File: config.mk
export PLATFORM = sky130hd
export DESIGN_NAME = mbist_march_ctrl
export DESIGN_NICKNAME = d
export VERILOG_FILES = /design/src/rtl/mbist_march_ctrl_pkg.sv /design/src/rtl/march_seq.sv /design/src/rtl/mbist_march_ctrl.sv
export SDC_FILE = /design/constraint.sdc
export NUM_CORES = 1
export LEC_CHECK = 0
export ABC_CLOCK_PERIOD_IN_PS = 2500
export CAP_MARGIN = 5
export CORE_AREA = 2 2 73 75
export DETAILED_ROUTE_END_ITERATION = 16
export DIE_AREA = 0 0 75 77
export PLACE_DENSITY_LB_ADDON = 0.2
export SYNTH_ARGS = -nofsm -noshare
export SYNTH_HDL_FRONTEND = slang
export SYNTH_SLANG_ARGS = --single-unit
File: constraint.sdc
create_clock -name i_clk -period 2.5 [get_ports i_clk]
set_input_delay 0.5 -clock i_clk [delete_from_list [all_inputs] [get_ports i_clk]]
set_output_delay 0.5 -clock i_clk [all_outputs]
set_load 0.05 [all_outputs]
File: src/rtl/mbist_march_ctrl_pkg.sv
// Shared March C- definitions: op encoding, per-element op lists, direction and FSM states.
package mbist_march_ctrl_pkg;
  localparam logic [2:0] LAST_ELEM = 3'd5;

  // bit1 = write, bit0 = data value (written or expected)
  typedef enum logic [1:0] {OP_R0 = 2'b00, OP_R1 = 2'b01, OP_W0 = 2'b10, OP_W1 = 2'b11} op_e;

  typedef enum logic [1:0] {ST_IDLE = 2'd0, ST_RUN = 2'd1, ST_DRAIN = 2'd2, ST_DONE = 2'd3} state_e;

  function automatic op_e elem_op(input logic [2:0] elem, input logic idx);
    op_e op;
    case (elem)
      3'd0:       op = OP_W0;
      3'd1, 3'd3: op = idx ? OP_W1 : OP_R0;
      3'd2, 3'd4: op = idx ? OP_W0 : OP_R1;
      default:    op = OP_R0;
    endcase
    return op;
  endfunction

  function automatic logic elem_down(input logic [2:0] elem);
    return (elem == 3'd3) || (elem == 3'd4);
  endfunction

  function automatic logic elem_two_ops(input logic [2:0] elem);
    return (elem >= 3'd1) && (elem <= 3'd4);
  endfunction
endpackage

File: src/rtl/march_seq.sv
// March C- sequencer: walks element / address / op-within-element, one op per step.
module march_seq
  import mbist_march_ctrl_pkg::*;
#(
  parameter int AWIDTH = 4
) (
  input  logic              i_clk,
  input  logic              i_rst_n,
  input  logic              i_init,
  input  logic              i_step,
  output logic [AWIDTH-1:0] o_addr,
  output logic [2:0]        o_elem,
  output op_e               o_op,
  output logic              o_last
);
  logic [AWIDTH-1:0] r_addr;
  logic [2:0]        r_elem;
  logic              r_idx;
  logic              w_down;
  logic              w_op_last;
  logic              w_at_end;
  logic [AWIDTH-1:0] w_end;
  logic [2:0]        w_elem_nxt;

  always_comb begin
    w_down     = elem_down(r_elem);
    w_end      = w_down ? '0 : '1;
    w_op_last  = !elem_two_ops(r_elem) || r_idx;
    w_at_end   = (r_addr == w_end);
    w_elem_nxt = r_elem + 3'd1;
    o_addr     = r_addr;
    o_elem     = r_elem;
    o_op       = elem_op(r_elem, r_idx);
    o_last     = (r_elem == LAST_ELEM) && w_op_last && w_at_end;
  end

  always_ff @(posedge i_clk or negedge i_rst_n) begin
    if (!i_rst_n) begin
      r_addr <= '0;
      r_elem <= '0;
      r_idx  <= 1'b0;
    end else if (i_init) begin
      r_addr <= '0;
      r_elem <= '0;
      r_idx  <= 1'b0;
    end else if (i_step) begin
      if (!w_op_last) begin
        r_idx <= 1'b1;
      end else begin
        r_idx <= 1'b0;
        // Address wrap moves to the next element, reloaded at that element's start end.
        if (w_at_end) begin
          r_elem <= w_elem_nxt;
          r_addr <= elem_down(w_elem_nxt) ? '1 : '0;
        end else begin
          r_addr <= w_down ? r_addr - 1'b1 : r_addr + 1'b1;
        end
      end
    end
  end
endmodule

File: src/rtl/mbist_march_ctrl.sv
// March C- MBIST controller: run FSM, one-stage read compare, fail counter and first-fail capture.
module mbist_march_ctrl
  import mbist_march_ctrl_pkg::*;
#(
  parameter int AWIDTH       = 4,
  parameter bit STOP_ON_FAIL = 1'b0,
  parameter int FCW          = 8
) (
  input  logic              i_clk,
  input  logic              i_rst_n,
  input  logic              i_start,
  output logic [AWIDTH-1:0] o_wr_addr,
  output logic [AWIDTH-1:0] o_rd_addr,
  output logic              o_data_in,
  output logic              o_we,
  output logic              o_re,
  input  logic              i_data_out,
  output logic              o_busy,
  output logic              o_done,
  output logic              o_pass,
  output logic [FCW-1:0]    o_fail_count,
  output logic [AWIDTH-1:0] o_first_fail_addr,
  output logic [2:0]        o_first_fail_elem
);
  state_e            r_state, w_state_nxt;
  logic [AWIDTH-1:0] r_wr_addr, r_rd_addr;
  logic              r_vld, r_exp;
  logic [AWIDTH-1:0] r_paddr;
  logic [2:0]        r_pelem;
  logic [FCW-1:0]    r_fail_count;
  logic [AWIDTH-1:0] r_ffa;
  logic [2:0]        r_ffe;
  logic              r_pass;

  logic              w_accept, w_miscmp, w_stop, w_issue;
  logic [AWIDTH-1:0] w_seq_addr;
  logic [2:0]        w_seq_elem;
  op_e               w_op;
  logic              w_last;

  march_seq #(.AWIDTH(AWIDTH)) u_seq (
    .i_clk   (i_clk),
    .i_rst_n (i_rst_n),
    .i_init  (w_accept),
    .i_step  (w_issue),
    .o_addr  (w_seq_addr),
    .o_elem  (w_seq_elem),
    .o_op    (w_op),
    .o_last  (w_last)
  );

  assign w_accept = (r_state == ST_IDLE) && i_start;
  assign w_miscmp = r_vld && (i_data_out != r_exp);
  assign w_stop   = STOP_ON_FAIL && w_miscmp;

  always_ff @(posedge i_clk or negedge i_rst_n) begin
    if (!i_rst_n) r_state <= ST_IDLE;
    else          r_state <= w_state_nxt;
  end

  always_comb begin
    w_state_nxt = r_state;
    case (r_state)
      ST_IDLE:  if (i_start) w_state_nxt = ST_RUN;
      ST_RUN:   if (w_stop) w_state_nxt = ST_DONE;
                else if (w_last) w_state_nxt = ST_DRAIN;
      ST_DRAIN: w_state_nxt = ST_DONE;
      default:  w_state_nxt = ST_IDLE;
    endcase
  end

  // On a stop-on-fail miscompare the op in the compare cycle is suppressed.
  always_comb begin
    o_busy    = (r_state != ST_IDLE);
    o_done    = (r_state == ST_DONE);
    w_issue   = (r_state == ST_RUN) && !w_stop;
    o_re      = w_issue && !w_op[1];
    o_we      = w_issue && w_op[1];
    o_data_in = o_we && w_op[0];
    o_rd_addr = o_re ? w_seq_addr : r_rd_addr;
    o_wr_addr = o_we ? w_seq_addr : r_wr_addr;
  end

  always_ff @(posedge i_clk or negedge i_rst_n) begin
    if (!i_rst_n) begin
      r_wr_addr <= '0;
      r_rd_addr <= '0;
      r_vld     <= 1'b0;
      r_exp     <= 1'b0;
      r_paddr   <= '0;
      r_pelem   <= '0;
    end else begin
      r_wr_addr <= o_wr_addr;
      r_rd_addr <= o_rd_addr;
      r_vld     <= o_re;
      r_exp     <= w_op[0];
      if (o_re) begin
        r_paddr <= w_seq_addr;
        r_pelem <= w_seq_elem;
      end
    end
  end

  always_ff @(posedge i_clk or negedge i_rst_n) begin
    if (!i_rst_n) begin
      r_fail_count <= '0;
      r_ffa        <= '0;
      r_ffe        <= '0;
      r_pass       <= 1'b0;
    end else if (w_accept) begin
      r_fail_count <= '0;
      r_ffa        <= '0;
      r_ffe        <= '0;
      r_pass       <= 1'b0;
    end else begin
      if (w_miscmp) begin
        if (!(&r_fail_count)) r_fail_count <= r_fail_count + 1'b1;
        if (r_fail_count == '0) begin
          r_ffa <= r_paddr;
          r_ffe <= r_pelem;
        end
      end
      if ((w_state_nxt == ST_DONE) && (r_state != ST_DONE))
        r_pass <= (r_fail_count == '0) && !w_miscmp;
    end
  end

  assign o_pass            = r_pass;
  assign o_fail_count      = r_fail_count;
  assign o_first_fail_addr = r_ffa;
  assign o_first_fail_elem = r_ffe;
endmodule
==> run metrics <==
most frequent cells in the layout=dfrtp_1 (41), clkdlybuf4s50_1 (20), nor2_1 (15), nand2_1 (15), buf_4 (13); crit path DAT=about 2.1 ns; Area after DPL=roughly 0.0027 mm2; deepest clock path buffer count=2; final setup margin=-0.0970 ns; CTS Buf Count=5; Clock Skews=about 0.0044 ns; sequential area share after synthesis=49.7%; Fin. Hold Viols=0; clk sinks=43; Avg WL per Cell=14.8 um; Core Area=0.00498 mm2; RSZ-0062 raised after global routing=true; clock root buffer=clkbuf_8; vias in the first global route=between 1500 and 2000; maxcap violations=0; drt drc=0; largest net degree at the start of global routing=19; DR vias/cell=a little over 5; CP Max Fanout=5; Worst setup SP type=register; Layout Nets=between 200 and 300; Starting Density=roughly 44%; Finished Layout Cells=~310; min Tclk post-route=2.60 ns; Final setup viols=9; Main synth FF type=dfrtp_1; fillers=around 420; flops & latches, synth=43; worst setup path category=register to output pin; htree depth=2; leading post-synthesis cells by cell area=dfrtp_1 (50%), mux2_2 (8.8%), ha_1 (5.8%); routed wire length=about 4600 um; Distinct cells, synth=42; Final Instance Area=0.00306 mm2; Slew Limit Fails=0; number of synthesized flops with an enable pin=0; synthesized instance count=190; Antenna Cells=0; port bufs=32; Avg Inst Size Synth=between 10 and 15 um2; Async S/R FF share, synth=100%; Synthesized Nets=between 200 and 250; r2r startpoint=u_seq.o_elem[0]; DR pass1 iterations=4; initial DRC count=33; # rows=26; Congestion Overflow GR=0; commonest non-fill, non-tap cell in the layout=dfrtp_1; Antenna Nets Post-Route=0; proportion of layout cells with a drive suffix above 1=between 30% and 40%; Via Count=about 1600; failing checks=negative setup slack; fmax=~0.39 GHz; initial antenna violation count=0; Inst Count DP=299; first-pass GRT wire length=7850 um; cts hold-fix bufs=0; I/O pin total=33; Mapped Area=between 0.002 and 0.0025 mm2; outcome=finished with violations; pre-CTS WS=-0.205 ns; R2R cell count=10; synthesis-to-finish area growth=41.3%; reg2reg end=u_seq.o_addr[3]; die width=about 75 um; final critical-path share of the clock period=104%; clk slew on worst S/H paths=0.08 ns; Yosys top cell area share=between 40 and 50%; CTS tree=done; DIE HEIGHT=77 um; Slew Limit Headroom=41.2%; Crit. End Element=output pin; gr usage total=~18%; RePlAce Congestion=0.792; leading area contributor after synthesis=dfrtp_1; Die Area=0.00578 mm2; worst min path class=input port to async pin; worst-skew pair later-pin latency=~0.30 ns; transition at the pin with the smallest max-transition slack=~0.9 ns; flop2flop setup slack=approximately 0.080 ns; Sum Neg Setup Slack=-0.726 ns; WP data required=roughly 2 ns; Synth Warn #=0; post-DP HPWL=~3200 um
==> through the flow <==
| step | hold WS [ns] | utilization (%) |
|---|---|---|
| after floorplan | 0.204 | - |
| after global placement | 0.429 | 54.6 |
| after detailed placement | 0.427 | 54.6 |
| after CTS | 0.103 | 59.7 |
| after global routing | 0.108 | 61.5 |
| final | 0.0965 | 61.5 |
==> worst max-delay path: stages, from the launching register on <==
cell and delay (ns):
dfrtp_2 0.49, inv_4 0.08, ha_4 0.16, o21a_1 0.19
o21ai_2 0.11, and2_4 0.18, nand2_4 0.08, mux2_4 0.35
buf_12 0.15
==> per-layer routing <==
| metal | GRT usage, % | wire length (um) |
|---|---|---|
| met4 | 4.29 | 48 |
| met3 | 5.78 | 214 |
| met1 | 23.3 | 2050 |
| met5 | 0 | 0 |
| met2 | 27.9 | 2330 |
==> cells in the mapped netlist (2+ instances only) <==
master and count:
xor2_1 2, mux2_2 17, nor2b_1 2, nor2_2 2, inv_1 10, and2_1 4
nand3_1 2, o21ai_0 7, xnor2_1 8, nor3_1 6, nand2b_1 4, mux2i_1 4
nor2_1 16, a22o_1 8, nor4_1 2, ha_1 10, dfrtp_1 43, nand2_1 16
a21o_1 2, a21oi_1 3
==> state kept, by name (all words and copies together), names as in the netlist <==
register,cells
r_state,2
u_seq.o_elem,3
r_paddr,4
o_first_fail_addr,4
r_rd_addr,4
u_seq.o_addr,4
u_seq.r_idx,1
r_vld,1
o_pass,1
o_fail_count,8
r_wr_addr,4
r_exp,1
o_first_fail_elem,3
r_pelem,3
==> worst max-delay path by stage <==
stage / end / start
floorplan: u_seq.o_addr[3] / u_seq.o_elem[0]
global placement: u_seq.o_addr[3] / u_seq.o_elem[0]
detailed placement: u_seq.o_addr[3] / u_seq.o_elem[0]
CTS: o_wr_addr[2] / u_seq.o_elem[1]
global route: o_rd_addr[0] / u_seq.o_elem[0]
finish: o_rd_addr[0] / u_seq.o_elem[0]
==> cell type report <==
class / instances / area [um2] / area share [%]
Multi-Input combinational cell: 134 / 1220 / 39.8
Sequential cell: 43 / 1080 / 35.2
Timing Repair Buffer: 48 / 526 / 17.2
Tap cell: 70 / 87.6 / 2.86
Clock buffer: 5 / 68.8 / 2.25
Clock inverter: 3 / 43.8 / 1.43
Inverter: 10 / 40.0 / 1.31
==> logic make-up after synthesis <==
logic type      synth area share, %
buf+inv                        2.37
mux                            11.3
fa+ha+maj                      6.70
xor+xnor                       4.04
compound gates                 11.7
simple gates                   14.2
flops                          49.7
==> repair_timing <==
action                                  4_1_cts  5_1_grt
gates resized for setup                      32       12
setup buffers                                 3        3
pin swaps                                     5        6
endpoints found under the setup margin       18       16
Power is not shown: default switching activity piles up to over one toggle a cycle in this logic, so the estimate is an artifact.
